### src/rtl/cp0_if.sv
// cp0_if: M-stage <-> coprocessor-0 signal bundle.
// The pipeline side drives the master modport; cp0 uses the slave modport.
interface cp0_if;
    logic        en;
    logic [4:0]  CP0Addr;
    logic [31:0] CP0In;
    logic [31:0] VPC;
    logic        BDIn;
    logic [4:0]  ExcCodeIn;
    logic [5:0]  HWInt;
    logic        EXLClr;
    logic [31:0] CP0Out;
    logic [31:0] EPCOut;
    logic        Req;

    modport master (
        output en, CP0Addr, CP0In, VPC, BDIn, ExcCodeIn, HWInt, EXLClr,
        input  CP0Out, EPCOut, Req
    );

    modport slave (
        input  en, CP0Addr, CP0In, VPC, BDIn, ExcCodeIn, HWInt, EXLClr,
        output CP0Out, EPCOut, Req
    );
endinterface

### src/rtl/cp0.sv
// cp0: coprocessor 0 for the P7 pipelined MIPS core (memory stage).
// Holds SR, Cause and EPC, decides exception/interrupt entry (Req) and
// serves mfc0/mtc0/eret. Optional Count/Compare timer is built when the
// macro CP0_TIMER_EN is defined; otherwise regs 9/11 read 0 and TI is 0.
module cp0 (
    input  logic  clk,
    input  logic  reset,
    cp0_if.slave  bus
);
    localparam logic [4:0] ADDR_COUNT   = 5'd9;
    localparam logic [4:0] ADDR_COMPARE = 5'd11;
    localparam logic [4:0] ADDR_SR      = 5'd12;
    localparam logic [4:0] ADDR_CAUSE   = 5'd13;
    localparam logic [4:0] ADDR_EPC     = 5'd14;

    logic [5:0]  im_reg;
    logic        exl_reg;
    logic        ie_reg;
    logic        bd_reg;
    logic [5:0]  ip_reg;
    logic [4:0]  exc_code_reg;
    logic [31:0] epc_reg;
    logic        ti_reg;
    logic [31:0] count_reg;
    logic [31:0] compare_reg;

    logic [5:0]  int_vec;
    logic        int_req;
    logic        exc_req;
    logic        req;
    logic        mtc0_ok;
    logic [31:0] rd_data;

    // Effective interrupt vector: lines 0..4 straight from HWInt, line 5
    // also carries the timer interrupt.
    genvar gi;
    generate
        for (gi = 0; gi < 5; gi++) begin : g_hw_line
            assign int_vec[gi] = bus.HWInt[gi];
        end
    endgenerate
    assign int_vec[5] = bus.HWInt[5] | ti_reg;

    // Interrupts outrank exceptions; nothing is taken while EXL is set or
    // while the core is held in reset.
    assign int_req = (|(int_vec & im_reg)) & ie_reg & ~exl_reg;
    assign exc_req = (bus.ExcCodeIn != 5'd0) & ~exl_reg;
    assign req     = (int_req | exc_req) & ~reset;
    assign bus.Req = req;

    // An mtc0 that coincides with exception entry is dropped entirely.
    assign mtc0_ok = bus.en & ~req;

    // SR, Cause and EPC state: exception entry beats eret, which beats mtc0.
    always_ff @(posedge clk or posedge reset) begin
        if (reset) begin
            im_reg       <= 6'd0;
            exl_reg      <= 1'b0;
            ie_reg       <= 1'b0;
            bd_reg       <= 1'b0;
            ip_reg       <= 6'd0;
            exc_code_reg <= 5'd0;
            epc_reg      <= 32'd0;
        end else begin
            ip_reg <= int_vec;
            if (req) begin
                exl_reg      <= 1'b1;
                bd_reg       <= bus.BDIn;
                exc_code_reg <= int_req ? 5'd0 : bus.ExcCodeIn;
                epc_reg      <= bus.BDIn ? (bus.VPC - 32'd4) : bus.VPC;
            end else begin
                if (mtc0_ok && bus.CP0Addr == ADDR_SR) begin
                    im_reg  <= bus.CP0In[15:10];
                    ie_reg  <= bus.CP0In[0];
                    exl_reg <= bus.EXLClr ? 1'b0 : bus.CP0In[1];
                end else if (bus.EXLClr) begin
                    exl_reg <= 1'b0;
                end
                if (mtc0_ok && bus.CP0Addr == ADDR_EPC) begin
                    epc_reg <= bus.CP0In;
                end
            end
        end
    end

`ifdef CP0_TIMER_EN
    // Free-running Count with Compare match raising TI; writing Compare
    // acknowledges the timer interrupt.
    always_ff @(posedge clk or posedge reset) begin
        if (reset) begin
            count_reg   <= 32'd0;
            compare_reg <= 32'd0;
            ti_reg      <= 1'b0;
        end else begin
            if (mtc0_ok && bus.CP0Addr == ADDR_COUNT) begin
                count_reg <= bus.CP0In;
            end else begin
                count_reg <= count_reg + 32'd1;
            end
            if (mtc0_ok && bus.CP0Addr == ADDR_COMPARE) begin
                compare_reg <= bus.CP0In;
                ti_reg      <= 1'b0;
            end else if (count_reg == compare_reg && compare_reg != 32'd0) begin
                ti_reg <= 1'b1;
            end
        end
    end
`else
    assign count_reg   = 32'd0;
    assign compare_reg = 32'd0;
    assign ti_reg      = 1'b0;
`endif

    // mfc0 read mux; unimplemented addresses read 0.
    always_comb begin
        rd_data = 32'd0;
        case (bus.CP0Addr)
            ADDR_SR:      rd_data = {16'd0, im_reg, 8'd0, exl_reg, ie_reg};
            ADDR_CAUSE:   rd_data = {bd_reg, ti_reg, 14'd0, ip_reg, 3'd0, exc_code_reg, 2'd0};
            ADDR_EPC:     rd_data = epc_reg;
            ADDR_COUNT:   rd_data = count_reg;
            ADDR_COMPARE: rd_data = compare_reg;
            default:      rd_data = 32'd0;
        endcase
    end

    assign bus.CP0Out = reset ? 32'd0 : rd_data;

    // Bypass lets an eret directly after mtc0 EPC return to the new target.
    assign bus.EPCOut = (bus.en && bus.CP0Addr == ADDR_EPC) ? bus.CP0In : epc_reg;
endmodule
### src/flat_wrapper.sv
// flat-port wrapper written by rule: the top's interface ports become plain ports
module cp0_flat 
  (clk, reset, bus_en, bus_CP0Addr, bus_CP0In, bus_VPC, bus_BDIn, bus_ExcCodeIn, bus_HWInt, bus_EXLClr, bus_CP0Out, bus_EPCOut, bus_Req);
  cp0_if bus_i ();
  input  logic clk;
  input  logic reset;
  input wire logic [$bits(bus_i.en)-1:0] bus_en;
  input wire logic [$bits(bus_i.CP0Addr)-1:0] bus_CP0Addr;
  input wire logic [$bits(bus_i.CP0In)-1:0] bus_CP0In;
  input wire logic [$bits(bus_i.VPC)-1:0] bus_VPC;
  input wire logic [$bits(bus_i.BDIn)-1:0] bus_BDIn;
  input wire logic [$bits(bus_i.ExcCodeIn)-1:0] bus_ExcCodeIn;
  input wire logic [$bits(bus_i.HWInt)-1:0] bus_HWInt;
  input wire logic [$bits(bus_i.EXLClr)-1:0] bus_EXLClr;
  output wire logic [$bits(bus_i.CP0Out)-1:0] bus_CP0Out;
  output wire logic [$bits(bus_i.EPCOut)-1:0] bus_EPCOut;
  output wire logic [$bits(bus_i.Req)-1:0] bus_Req;
  assign bus_i.en = bus_en;
  assign bus_i.CP0Addr = bus_CP0Addr;
  assign bus_i.CP0In = bus_CP0In;
  assign bus_i.VPC = bus_VPC;
  assign bus_i.BDIn = bus_BDIn;
  assign bus_i.ExcCodeIn = bus_ExcCodeIn;
  assign bus_i.HWInt = bus_HWInt;
  assign bus_i.EXLClr = bus_EXLClr;
  assign bus_CP0Out = bus_i.CP0Out;
  assign bus_EPCOut = bus_i.EPCOut;
  assign bus_Req = bus_i.Req;
  cp0 u_core (.clk(clk), .reset(reset), .bus(bus_i));
endmodule
### config.mk
export PLATFORM = sky130hd
export DESIGN_NAME = cp0_flat
export DESIGN_NICKNAME = d
export VERILOG_FILES = /design/src/rtl/cp0_if.sv /design/src/rtl/cp0.sv /design/src/flat_wrapper.sv
export SDC_FILE = /design/constraint.sdc
export NUM_CORES = 1
export LEC_CHECK = 0
export BUFFER_PORTS_ARGS = -buffer_cell sky130_fd_sc_hd__buf_2
export CAP_MARGIN = 0
export CORE_AREA = 2 2 75 113
export CTS_BUF_LIST = sky130_fd_sc_hd__clkbuf_16
export CTS_CLUSTER_DIAMETER = 60
export DETAILED_ROUTE_END_ITERATION = 6
export DIE_AREA = 0 0 77 115
export GPL_TIMING_DRIVEN = 0
export HOLD_SLACK_MARGIN = 0.08
export PLACE_DENSITY = 0.76
export SLEW_MARGIN = 40
export SYNTH_ARGS = -nofsm -noshare
export SYNTH_HDL_FRONTEND = slang
export SYNTH_SLANG_ARGS = --single-unit
### constraint.sdc
create_clock -name clk -period 1.75 [get_ports clk]
set_input_delay 0.0875 -clock clk [delete_from_list [all_inputs] [get_ports clk]]
set_output_delay 0.0875 -clock clk [all_outputs]
set_load 0.005 [all_outputs]
# Yosys cells after proc, flatten, opt, wreduce, memory -nomap -nowiden
# Index checks and enable logic that the tools add are counted.
[word_totals]
ff_bits = 52
ram_bits = 0
inputBits = 85
latch_bits = 0
memories = 0
mem_bits_ro = 0
output_inout_bits = 65
[classes]
reduce_logical = 8
eq_ne = 3
n_mul = 0
bitwise_logic = 10
mux = 11
div_mod_pow = 0
order_cmp = 0
n_shift = 0
n_addsub = 1
[op_table]
columns = ["op", "n"]
rows = [
  ["32-bit two-way mux", 5],
  ["32-bit one-hot mux with 3 select lines", 1],
  ["32-bit by 3-bit subtractor with 32-bit output (second input constant)", 1],
  ["5-bit by 4-bit == test with 1-bit output (second input constant)", 3],
  ["6-bit AND", 1],
  ["6-bit OR reduction", 1],
  ["1-bit AND", 5],
  ["5-bit two-way mux", 1],
  ["5-bit nonzero test", 1],
  ["1-bit two-way mux", 4],
  ["1-bit logical AND", 3],
  ["1-bit inverter", 3],
  ["3-bit nonzero test", 1],
  ["2-bit AND reduction", 1],
  ["2-bit nonzero test", 1],
  ["1-bit OR", 1],
]

# Logic depth before layout (Yosys ltp)
[depth]
word_depth = 11
mapped_depth = 7

# Worst setup path after synthesis
# Ideal clock, no wire load.
[synth_timing]
kind = "in2reg"
startpoint = "input port bus_VPC[10]"
endpoint = "register u_core.epc_reg[27]"
cell_stages = 6
arrival_ps = 1773
slack_ps = -151
setup_time_ps = 128
t_required_ps = 1622
path_cell_list = "or4_4 buf_6 nor4_4 nand4b_1 xnor2_1 mux2_1"
[synth_between]
elab_chain_cells = 3
[synth_lines]
columns = ["item", "line_no", "rtl"]
rows = [
  ["from (decl)", "flat_wrapper.sv:10", "input wire logic [$bits(bus_i.VPC)-1:0] bus_VPC;"],
  ["32-bit by 3-bit subtractor with 32-bit output", "cp0.sv:70", "epc_reg <= bus.BDIn ? (bus.VPC - 32'd4) : bus.VPC;"],
  ["32-bit two-way mux", "cp0.sv:70", ""],
  ["32-bit two-way mux", "cp0.sv:66", "if (req) begin"],
  ["to (signal assigned)", "cp0.sv:70", ""],
  ["to (signal assigned)", "cp0.sv:80", "epc_reg <= bus.CP0In;"],
  ["to (decl)", "cp0.sv:22", "logic [31:0] epc_reg;"],
]
# Every way passes these cells.
# A chain may end at the register's enable or synchronous reset.

# Worst setup path in the final report
[layout_timing]
startpoint = "register u_core.im_reg[2]"
endpoint = "output port bus_Req"
[layout_between]
elab_chain_cells = 6
[layout_lines]
columns = ["item", "line_no", "rtl"]
rows = [
  ["from (decl)", "cp0.sv:16", "logic [5:0] im_reg;"],
  ["from (signal assigned)", "cp0.sv:73", "im_reg <= bus.CP0In[15:10];"],
  ["6-bit AND", "cp0.sv:46", "assign int_req = (|(int_vec & im_reg)) & ie_reg & ~exl_reg;"],
  ["6-bit OR reduction", "cp0.sv:46", ""],
  ["1-bit AND (2 in a row)", "cp0.sv:46", ""],
  ["1-bit OR", "cp0.sv:48", "assign req = (int_req | exc_req) & ~reset;"],
  ["1-bit AND", "cp0.sv:48", ""],
  ["to (decl)", "flat_wrapper.sv:17", "output wire logic [$bits(bus_i.Req)-1:0] bus_Req;"],
]
# Every way passes these cells.

==> run summary <==
DIE
-----------------------------------------------------------------------------------------------
Starting density of the core                                                              42.2%
Die boundary height                                                                      115 µm
Die area                                                                            0.00886 mm²
Placement Rows                                                                               40
Total core area                                                                     0.00791 mm²
Die width                                                                                 77 µm
Number of top-level pins                                                                    150

CLOCK NETWORK
-----------------------------------------------------------------------------------------------
CTS Buf Count                                                                                 5
Clock sink count                                                                             52
Maximum clock insertion buffer count                                                          2
Clk Latency, worst-skew pair                                                            0.30 ns
Root buffer cell                                                                      clkbuf_16
CTS tree                                                                                  built
Clock input transition at the sequential cells of the worst setup and hold paths        0.08 ns
CTS H-Tree Depth                                                                              2

CRITICAL PATH
-----------------------------------------------------------------------------------------------
Crit path arrival time                                                                  1.72 ns
Slowest cell on the critical path                                                       dfrtp_1
Category of the worst setup path launch point                                         flip-flop
Required time of the critical path                                                      1.66 ns
Worst Path Max Fanout                                                                        10
Dominant cell type by count on the critical path                                          buf_6
Critical path buffer and inverter count                                                       3
Kind of critical path                                                                   reg2out
Maximum cell stage delay along the critical path                                        0.40 ns
Type of destination of the critical path                                           primary output
Delay-heaviest family, CP                                                          compound AO/OA/AOI/OAI gates
Cell-by-cell trace of the critical path                                            a22oi_2, a31oi_1, o31a_1, buf_6, clkbuf_16, buf_6

GRT
-----------------------------------------------------------------------------------------------
GRT Residual Overflow                                                                         0
Global-route wire length before repair                                                 15800 µm
Largest net degree at the start of global routing                                            34
Antenna violations before repair                                                              0
Vias in the first global route                                                             3245
Tot GR Track Use                                                                          22.9%

TIMING
-----------------------------------------------------------------------------------------------
Hold Slack                                                                             0.101 ns
Setup repair after global routing missed its margin                                        true
Worst Max-Slew Pin Slew                                                                0.564 ns
Final Max Tran Viols                                                                          0
PnR worst setup slack                                                                -0.0539 ns
Final period util                                                                          103%
Endpoints failing hold                                                                        0
Number of setup violations in the final report                                                1
Max_slew headroom                                                                         62.1%
Top achievable clock speed                                                              554 MHz
Tmin final                                                                              1.80 ns
Clock Skews                                                                           0.0116 ns

PLACEMENT
-----------------------------------------------------------------------------------------------
Last weighted congestion value of the routability-driven placer                           0.873
Number of instances in the placed design                                                    572
Detailed placer's ending HPWL                                                           7680 µm
Placed Area                                                                         0.00427 mm²
Port Buffer Count                                                                           149

PWR
-----------------------------------------------------------------------------------------------
Leak pwr                                                                                2.30 nW
Total power draw                                                                        4.01 mW
Cell area power density                                                              828 mW/mm²
Peak supply drop                                                                       0.430 mV

YOSYS
-----------------------------------------------------------------------------------------------
Number of warnings printed during yosys synthesis                                             0
Post-synthesis area per instance                                                       10.5 µm²
Largest area contributor in the netlist                                                 dfrtp_1
Post-synth cell types                                                                        41
Post-synthesis cell area                                                            0.00334 mm²
Share of async-settable or async-resettable flops after synthesis                          100%
Count leader, synth                                                                      mux2_2
Synth top area share                                                                      39.0%
Total of flip-flops plus latches after synthesis                                             52
Top FF cell, synth                                                                      dfrtp_1
Synth Instances                                                                             317
EDFF count, synth                                                                             0
Top area cells in the synthesized netlist                                          dfrtp_1 39%, mux2_2 20%, xnor2_1 5.2%
Synthesized Nets                                                                            403
Portion of the post-synthesis area used by sequential elements                            39.0%
Commonest cells in the synthesized netlist                                         60 x mux2_2, 52 x dfrtp_1, 27 x nor2_1

DETAILED ROUTING
-----------------------------------------------------------------------------------------------
Final routed wirelength across all metal layers                                        10300 µm
DRC errors left                                                                               0
Wire length per cell after detailed routing                                             16.8 µm
Final ANT Viol Nets                                                                           0
Drt pass-1 iters                                                                              4
Post-DR vias/cell                                                                          5.21
Starting DRT DRC Count                                                                      178
Via count of the routed design                                                             3185

LAYOUT
-----------------------------------------------------------------------------------------------
Sequential standard cell area                                                       0.00130 mm²
Post-route cell area                                                                0.00484 mm²
Proportion of layout cells with a drive suffix above 1                                    52.4%
Post-route insts no fill                                                                    611
Number of fill cells in the layout                                                          700
Multi-input gate area                                                               0.00200 mm²
Area growth from synthesis to layout                                                      45.0%
Nets@finish                                                                                 591
Max FFs per register                                                                         32
Antenna diode count                                                                           0

RUN STATUS
-----------------------------------------------------------------------------------------------
Violated checks                                                                    negative setup slack
Result of the run                                                                  finished, violations left

WORST HOLD PATH
-----------------------------------------------------------------------------------------------
Hold crit path type                                                                      in2reg

RUN
-----------------------------------------------------------------------------------------------
Max-cap violations                                                                            0

[worst paths after layout]
| check | startpoint | endpoint | slack [ns] | depth (start not counted) |
|---|---|---|---|---|
| setup reg to reg | u_core.im_reg[2] | u_core.epc_reg[26] | 0.01 | 6 |
| setup / recovery | u_core.im_reg[2] | bus_Req | -0.05 | 6 |
| min in group asynchronous | reset | u_core.epc_reg[11] | 0.38 | 3 |
| max in group asynchronous | reset | u_core.epc_reg[25] | 0.90 | 4 |
| hold reg to reg | u_core.bd_reg | u_core.bd_reg | 0.51 | 1 |
| hold / removal | bus_CP0In[1] | u_core.exl_reg | 0.10 | 3 |
[routing by layer]
| layer | track usage, % | routed length (µm) |
|---|---|---|
| met4 | 10.8 | 362 |
| met1 | 24.3 | 3700 |
| met2 | 44.3 | 5680 |
| met5 | 0 | 0 |
| met3 | 3.22 | 518 |
[cells in the final DEF (no fill, tap or decap), drive strengths merged, types with 3 or more instances in the layout]
master       Yosys  final
a21oi            8      8
a22oi            9      9
and2            18     18
buf              7    169
clkbuf           9     11
dfrtp           52     52
dlygate4sd3      0     22
inv             10     10
mux2            70     70
mux2i            9      9
nand2            9      9
nand2b           3      3
nand3           13     13
nand4b           4      4
nor2            27     27
nor2b            4      4
nor3             5      5
nor4             6      6
o21ai            5      5
or4              4      4
xnor2           20     20
xor2             7      7
[power breakdown]
| group | internal [mW] | switching (mW) | leakage [nW] |
|---|---|---|---|
| sequential | 1.46 | 0.155 | 0.618 |
| combinational | 0.742 | 0.528 | 1.60 |
| clock | 0.673 | 0.451 | 0.0814 |
| total | 2.87 | 1.13 | 2.30 |
[metrics by stage]
step / TNS, ns / setup slack (ns) / utilization [%]
finish: -0.0539 / -0.0539 / 61.2
detailed placement: -26.31 / -0.629 / 54.0
global route: -0.680 / -0.112 / 61.2
floorplan: -0.696 / -0.0741 / -
global placement: -39.79 / -0.608 / 53.7
CTS: -0.0683 / -0.0683 / 60.5
[cells by family after synthesis]
logic type      share of synthesized area, %
xor+xnor                                7.08
buf+inv                                 3.22
mux                                     26.3
simple gates                            18.6
fa+ha+maj                              0.375
compound gates                          5.43
flops                                   39.0
[what timing repair did]
action / CTS / global route
hold buffers: 22 / 0
endpoints found under the hold margin: 73 / 0
setup endpoints to repair: 102 / 96
pin swaps: 4 / 1
resized for setup: 24 / 7
setup buffers: 7 / 4
[cell type report]
cell class / instances / area share (%)
multi-input cells: 239 / 41.3
well taps: 105 / 2.71
inverters: 10 / 0.827
plain buffers: 14 / 2.40
clock buffers: 5 / 2.58
clock inverters: 3 / 0.879
repair buffers: 183 / 22.5
flip-flops and latches: 52 / 26.9
[worst min-delay path, stage by stage]
cell,delay (ns)
buf_2,0.10
mux2i_1,0.07
o21bai_1,0.11
Note: power is estimated with default switching activity, not from simulation.
